## src/rtl/seq_pkg.sv

```systemverilog
// Shared definitions for the 24-bit-instruction sequencer.
// Optional feature macro: SEQ_STEP_EN (adds the single-step PAUSE state).
package seq_pkg;

    // Instruction word layout
    localparam int IR_W    = 24;
    localparam int IMM_MSB = 23;
    localparam int IMM_LSB = 8;
    localparam int BSEL    = 7;
    localparam int RA_MSB  = 6;
    localparam int RA_LSB  = 5;
    localparam int RB_MSB  = 4;
    localparam int RB_LSB  = 3;
    localparam int OP      = 2;
    localparam int WA_MSB  = 1;
    localparam int WA_LSB  = 0;

    // ALU operation select
    localparam logic ALU_PASS = 1'b0;
    localparam logic ALU_ADD  = 1'b1;

    typedef enum logic [2:0] {
        ST_IDLE  = 3'd0,
        ST_FETCH = 3'd1,
        ST_EXEC  = 3'd2,
        ST_WB    = 3'd3,
`ifdef SEQ_STEP_EN
        ST_DONE  = 3'd4,
        ST_PAUSE = 3'd5
`else
        ST_DONE  = 3'd4
`endif
    } seq_state_e;

    // True while an instruction sequence is in progress.
    function automatic logic state_is_busy(input seq_state_e st);
        logic b;
        b = (st == ST_FETCH) || (st == ST_EXEC) || (st == ST_WB);
`ifdef SEQ_STEP_EN
        b = b || (st == ST_PAUSE);
`endif
        return b;
    endfunction

endpackage

```

## src/rtl/seq_decode.sv

```systemverilog
// Combinational split of the latched instruction word into register-file
// and ALU control fields.
module seq_decode
    import seq_pkg::*;
(
    input  logic [IR_W-1:0]          ir,
    output logic [1:0]               rf_ra,
    output logic [1:0]               rf_rb,
    output logic [1:0]               rf_wa,
    output logic                     alu_op,
    output logic                     alu_bsel,
    output logic [IMM_MSB-IMM_LSB:0] alu_imm
);

    // Pure field extraction; IR is stable for a whole instruction so these never glitch.
    always_comb begin
        rf_ra    = ir[RA_MSB:RA_LSB];
        rf_rb    = ir[RB_MSB:RB_LSB];
        rf_wa    = ir[WA_MSB:WA_LSB];
        alu_op   = ir[OP];
        alu_bsel = ir[BSEL];
        alu_imm  = ir[IMM_MSB:IMM_LSB];
    end

endmodule

```

## src/rtl/seq_ctrl.sv

```systemverilog
// Multi-cycle sequencer: owns the PC, latches instructions and strobes the
// register-file write. Runs addresses 0..LAST_ADDR on a start pulse.
// Optional feature macro: SEQ_STEP_EN (adds input step and a PAUSE state
// between instructions).
//
// state | meaning
// IDLE  | waiting for start after reset
// FETCH | imem_addr = pc, IR loads imem_d at end of cycle
// EXEC  | decode fields stable, external ALU settles
// WB    | rf_we high, pc advances, last address ends the run
// DONE  | run complete, waiting for start to rerun
// PAUSE | (SEQ_STEP_EN) waiting for step before next FETCH
module seq_ctrl
    import seq_pkg::*;
#(
    parameter logic [7:0] LAST_ADDR = 8'h16
) (
    input  logic        clk,
    input  logic        rst_n,
    input  logic        start,
`ifdef SEQ_STEP_EN
    input  logic        step,
`endif
    output logic [7:0]  imem_addr,
    input  logic [23:0] imem_d,
    output logic [1:0]  rf_ra,
    output logic [1:0]  rf_rb,
    output logic [1:0]  rf_wa,
    output logic        rf_we,
    output logic        alu_op,
    output logic        alu_bsel,
    output logic [15:0] alu_imm,
    output logic        busy,
    output logic        done,
    output logic [7:0]  pc
);

    seq_state_e      state_q, state_d;
    logic [7:0]      pc_q, pc_d;
    logic [IR_W-1:0] ir_q, ir_d;
    logic            rf_we_q, rf_we_d;
    logic            busy_q, busy_d;
    logic            done_q, done_d;

    // Next-state, PC and IR update; status flags are derived from the next state so they are registered.
    always_comb begin
        state_d = state_q;
        pc_d    = pc_q;
        ir_d    = ir_q;
        case (state_q)
            ST_IDLE, ST_DONE: begin
                if (start) begin
                    state_d = ST_FETCH;
                    pc_d    = 8'd0;
                end
            end
            ST_FETCH: begin
                ir_d    = imem_d;
                state_d = ST_EXEC;
            end
            ST_EXEC: begin
                state_d = ST_WB;
            end
            ST_WB: begin
                pc_d = pc_q + 8'd1;
                if (pc_q == LAST_ADDR) begin
                    state_d = ST_DONE;
                end else begin
`ifdef SEQ_STEP_EN
                    state_d = ST_PAUSE;
`else
                    state_d = ST_FETCH;
`endif
                end
            end
`ifdef SEQ_STEP_EN
            ST_PAUSE: begin
                if (step) begin
                    state_d = ST_FETCH;
                end
            end
`endif
            default: begin
                state_d = ST_IDLE;
            end
        endcase
        rf_we_d = (state_d == ST_WB);
        busy_d  = state_is_busy(state_d);
        done_d  = (state_d == ST_DONE);
    end

    // State and output registers with synchronous active-low reset.
    always_ff @(posedge clk) begin
        if (!rst_n) begin
            state_q <= ST_IDLE;
            pc_q    <= 8'd0;
            ir_q    <= '0;
            rf_we_q <= 1'b0;
            busy_q  <= 1'b0;
            done_q  <= 1'b0;
        end else begin
            state_q <= state_d;
            pc_q    <= pc_d;
            ir_q    <= ir_d;
            rf_we_q <= rf_we_d;
            busy_q  <= busy_d;
            done_q  <= done_d;
        end
    end

    seq_decode u_decode (
        .ir       (ir_q),
        .rf_ra    (rf_ra),
        .rf_rb    (rf_rb),
        .rf_wa    (rf_wa),
        .alu_op   (alu_op),
        .alu_bsel (alu_bsel),
        .alu_imm  (alu_imm)
    );

    assign imem_addr = pc_q;
    assign pc        = pc_q;
    assign rf_we     = rf_we_q;
    assign busy      = busy_q;
    assign done      = done_q;

endmodule
```

## config.mk

```make
export PLATFORM = sky130hd
export DESIGN_NAME = seq_ctrl
export DESIGN_NICKNAME = d
export VERILOG_FILES = /design/src/rtl/seq_pkg.sv /design/src/rtl/seq_decode.sv /design/src/rtl/seq_ctrl.sv
export SDC_FILE = /design/constraint.sdc
export NUM_CORES = 1
export LEC_CHECK = 0
export CAP_MARGIN = 20
export CORE_ASPECT_RATIO = 1.4
export CORE_MARGIN = 2
export CORE_UTILIZATION = 36
export DETAILED_ROUTE_END_ITERATION = 8
export GPL_TIMING_DRIVEN = 0
export PLACE_DENSITY = 0.68
export SYNTH_ARGS = -nofsm -noshare
export SYNTH_HDL_FRONTEND = slang
export SYNTH_HIERARCHICAL = 1
export SYNTH_SLANG_ARGS = --single-unit
```

## constraint.sdc

```tcl
create_clock -name clk -period 3.2 [get_ports clk]
set_input_delay 0.64 -clock clk [delete_from_list [all_inputs] [get_ports clk]]
set_output_delay 0.64 -clock clk [all_outputs]
set_load 0.02 [all_outputs]
```

==> impl_metrics.py <==
metrics = {
    "yosys": {
        "yosys.cell_count.top_type": "nand2_1",
        "ys_top_cells_by_area": "dfxtp_1 43%, buf_4 14%, nand2_1 11%",
        "async_flop_share_pct": 0,
        "yosys_register_bits": 38,
        "syn_area_mm2": 0.00177,
        "ys_seq_area_share_pct": 42.9,
        "synth.distinct_cells": 37,
        "synth_common_cells": "53 x nand2_1, 38 x dfxtp_1, 33 x buf_4",
        "yosys_warnings": 6,
        "synth-edff-count": 0,
        "syn-num-nets": 242,
        "synth_top_area_share_pct": 42.9,
        "syn_area_per_cell_um2": 8.32,
        "synth_ff_type": "dfxtp_1",
        "syn_inst": 213,
        "yosysTopAreaCell": "dfxtp_1",
    },
    "clock_tree": {
        "cts_resized": 0,
        "clockBufferDepth": 2,
        "clk_pin_slew_ns": 0.08,
        "cts_setup_buffers": 0,
        "numCtsBuffers": 5,
        "cts_tree": "done",
        "cts_root_buf": "clkbuf_8",
        "insertion_delay_ns": 0.29,
        "htreeDepth": 2,
        "hold_buffers": 0,
        "cts.sinks": 38,
    },
    "critical_path": {
        "worst-path-max-fanout": 9,
        "startpoint_type": "flip-flop",
        "criticalPathCategory": "reg -> out",
        "worstPathArrival_ns": 1.54,
        "endpoint_kind": "output port",
        "crit_required_ns": 2.56,
    },
    "drt": {
        "drc_errors": 0,
        "via_per_inst": 4.57,
        "wire_per_inst_um": 11.5,
        "drt-pass1-iter-count": 4,
        "wirelength_um": 4060,
        "final_antenna_net_count": 0,
        "vias": 1617,
        "drt-initial-drc-count": 69,
    },
    "timing": {
        "fmax_mhz": 459,
        "slew_headroom_pct": 60.8,
        "final-setup-viol-count": 0,
        "finalSetupTns_ns": 0,
        "finalWorstSetupSlack_ns": 1.02,
        "min_period_ns": 2.18,
        "hold_viol": 0,
        "holdWs_ns": 0.454,
        "rsz0062_at_grt": "no",
        "period_share_pct": 68.1,
        "finalMaxSlewViolations": 0,
        "tightest_slew_ns": 0.581,
        "finalClockSkew_ns": 0.00667,
    },
    "placement": {
        "hpwl_um": 2990,
        "io_buffers": 69,
        "gp_congestion": 0.766,
        "dp_slack_ns": 1.04,
    },
    "layout": {
        "multi_input_area_um2": 686,
        "nFillCells": 473,
        "syn_to_final_growth_pct": 51.2,
        "num-nets-final": 318,
        "drive_above_1_share_pct": 18.6,
        "register_area_um2": 761,
        "n_antenna_cell": 0,
    },
    "floorplan": {
        "core_mm2": 0.00480,
        "die-height_um": 87.0,
        "pin_count": 70,
        "initial_core_util_pct": 36.9,
        "num_rows": 30,
        "die_w_um": 63.3,
        "die-area_mm2": 0.00551,
    },
    "status": {
        "status": "finished, final reports clean",
    },
    "global_route": {
        "grt_antenna_before_repair": 0,
        "overflow": 0,
        "grt_pass1_wl_um": 6600,
        "grt_max_degree": 14,
        "grtUsageTotal_pct": 14.9,
        "grt_pass1_vias": 1412,
    },
    "pwr": {
        "power_leakage_nw": 1.04,
        "power_density_mw_per_mm2": 497,
        "peakVddDrop_uv": 410,
    },
    "run": {
        "maxCapViolations": 0,
    },
    "hold_path": {
        "hold_path_class": "reg -> reg",
    },
}
[where the power goes]
group          internal, W  switching (W)
sequential        0.000510      0.0000172
combinational     0.000166       0.000155
clock             0.000312       0.000173
[routing by layer]
layer  vias to the layer above  part of all wire [%]  GRT usage [%]  routed length, um
li1                        834                     -              -                  -
met4                         0                  0.98           5.34                 40
met5                         -                     0              0                  0
met1                       723                    45           18.2               1850
met3                         4                   4.7           3.49                191
met2                        56                    49           25.7               1980
[layout make-up]
| class | count | share of cell area (%) |
|---|---|---|
| sequential | 38 | 28.4 |
| timing repair buffer | 69 | 25.8 |
| multi-input combinational | 127 | 25.6 |
| buffer | 46 | 11.9 |
| tap | 64 | 2.99 |
| clock buffer | 5 | 2.57 |
| clock inverter | 3 | 2.57 |
| inverter | 2 | 0.280 |
[sequential cells by signal, summed over array words and instances, names as in the netlist]
signal     cells
busy           1
done           1
imem_addr      8
ir_q          24
rf_we          1
state_q        3
[cell usage in the layout, fill, tap and decap left out, types with 2 or more instances in the layout]
master,synthesis,routed
nor2_1,3,3
nor3b_1,3,3
nand4_1,2,2
or4_1,2,2
o21ai_0,2,2
a31oi_1,2,2
nand3_1,5,5
a311oi_1,2,2
nand2b_1,2,2
clkbuf_8,0,5
buf_2,4,4
buf_6,2,2
clkdlybuf4s50_1,0,69
clkbuf_2,2,2
o311ai_0,3,3
buf_4,33,33
ha_1,2,2
bufinv_16,0,2
clkbuf_1,5,5
dfxtp_1,38,38
a21oi_1,30,30
nand2_1,53,53
[cell families (layout without fill, tap and decap cells)]
logic type,after synthesis,after routing,share of synthesized area (%)
simple gates,82,82,23.1
flops,38,38,42.9
fa+ha+maj,2,2,1.41
xor+xnor,1,1,0.494
compound gates,42,42,13.6
buf+inv,48,125,18.4
[worst max-delay path, cell delays in order, from the launching register on]
cell             delay, ns
dfxtp_1               0.50
buf_4                 0.16
clkdlybuf4s50_1       0.59
[per-stage QoR]
stage / util (%) / power (W) / std cells / area, um^2
floorplan: - / 0.000734 / 213 / 1770
global placement: 52.9 / 0.000857 / 346 / 2540
detailed placement: 52.9 / 0.000862 / 346 / 2540
CTS: 55.8 / 0.00135 / 354 / 2680
global route: 55.8 / 0.00140 / 354 / 2680
finish: 55.8 / 0.00133 / 354 / 2680
[worst paths after layout]
kind                                           startpoint               endpoint  slack [ns]  cells past startpoint
worst max register to register  imem_addr[0]$_SDFFE_PN0P_        busy$_SDFF_PN0_        1.61                      5
worst min register to register      ir_q[14]$_SDFFE_PN0P_  ir_q[14]$_SDFFE_PN0P_        0.45                      2
worst min-delay path                ir_q[14]$_SDFFE_PN0P_  ir_q[14]$_SDFFE_PN0P_        0.45                      2
worst max-delay path            imem_addr[2]$_SDFFE_PN0P_                  pc[2]        1.02                      2
No activity file was read; power rests on OpenSTA's default activity.
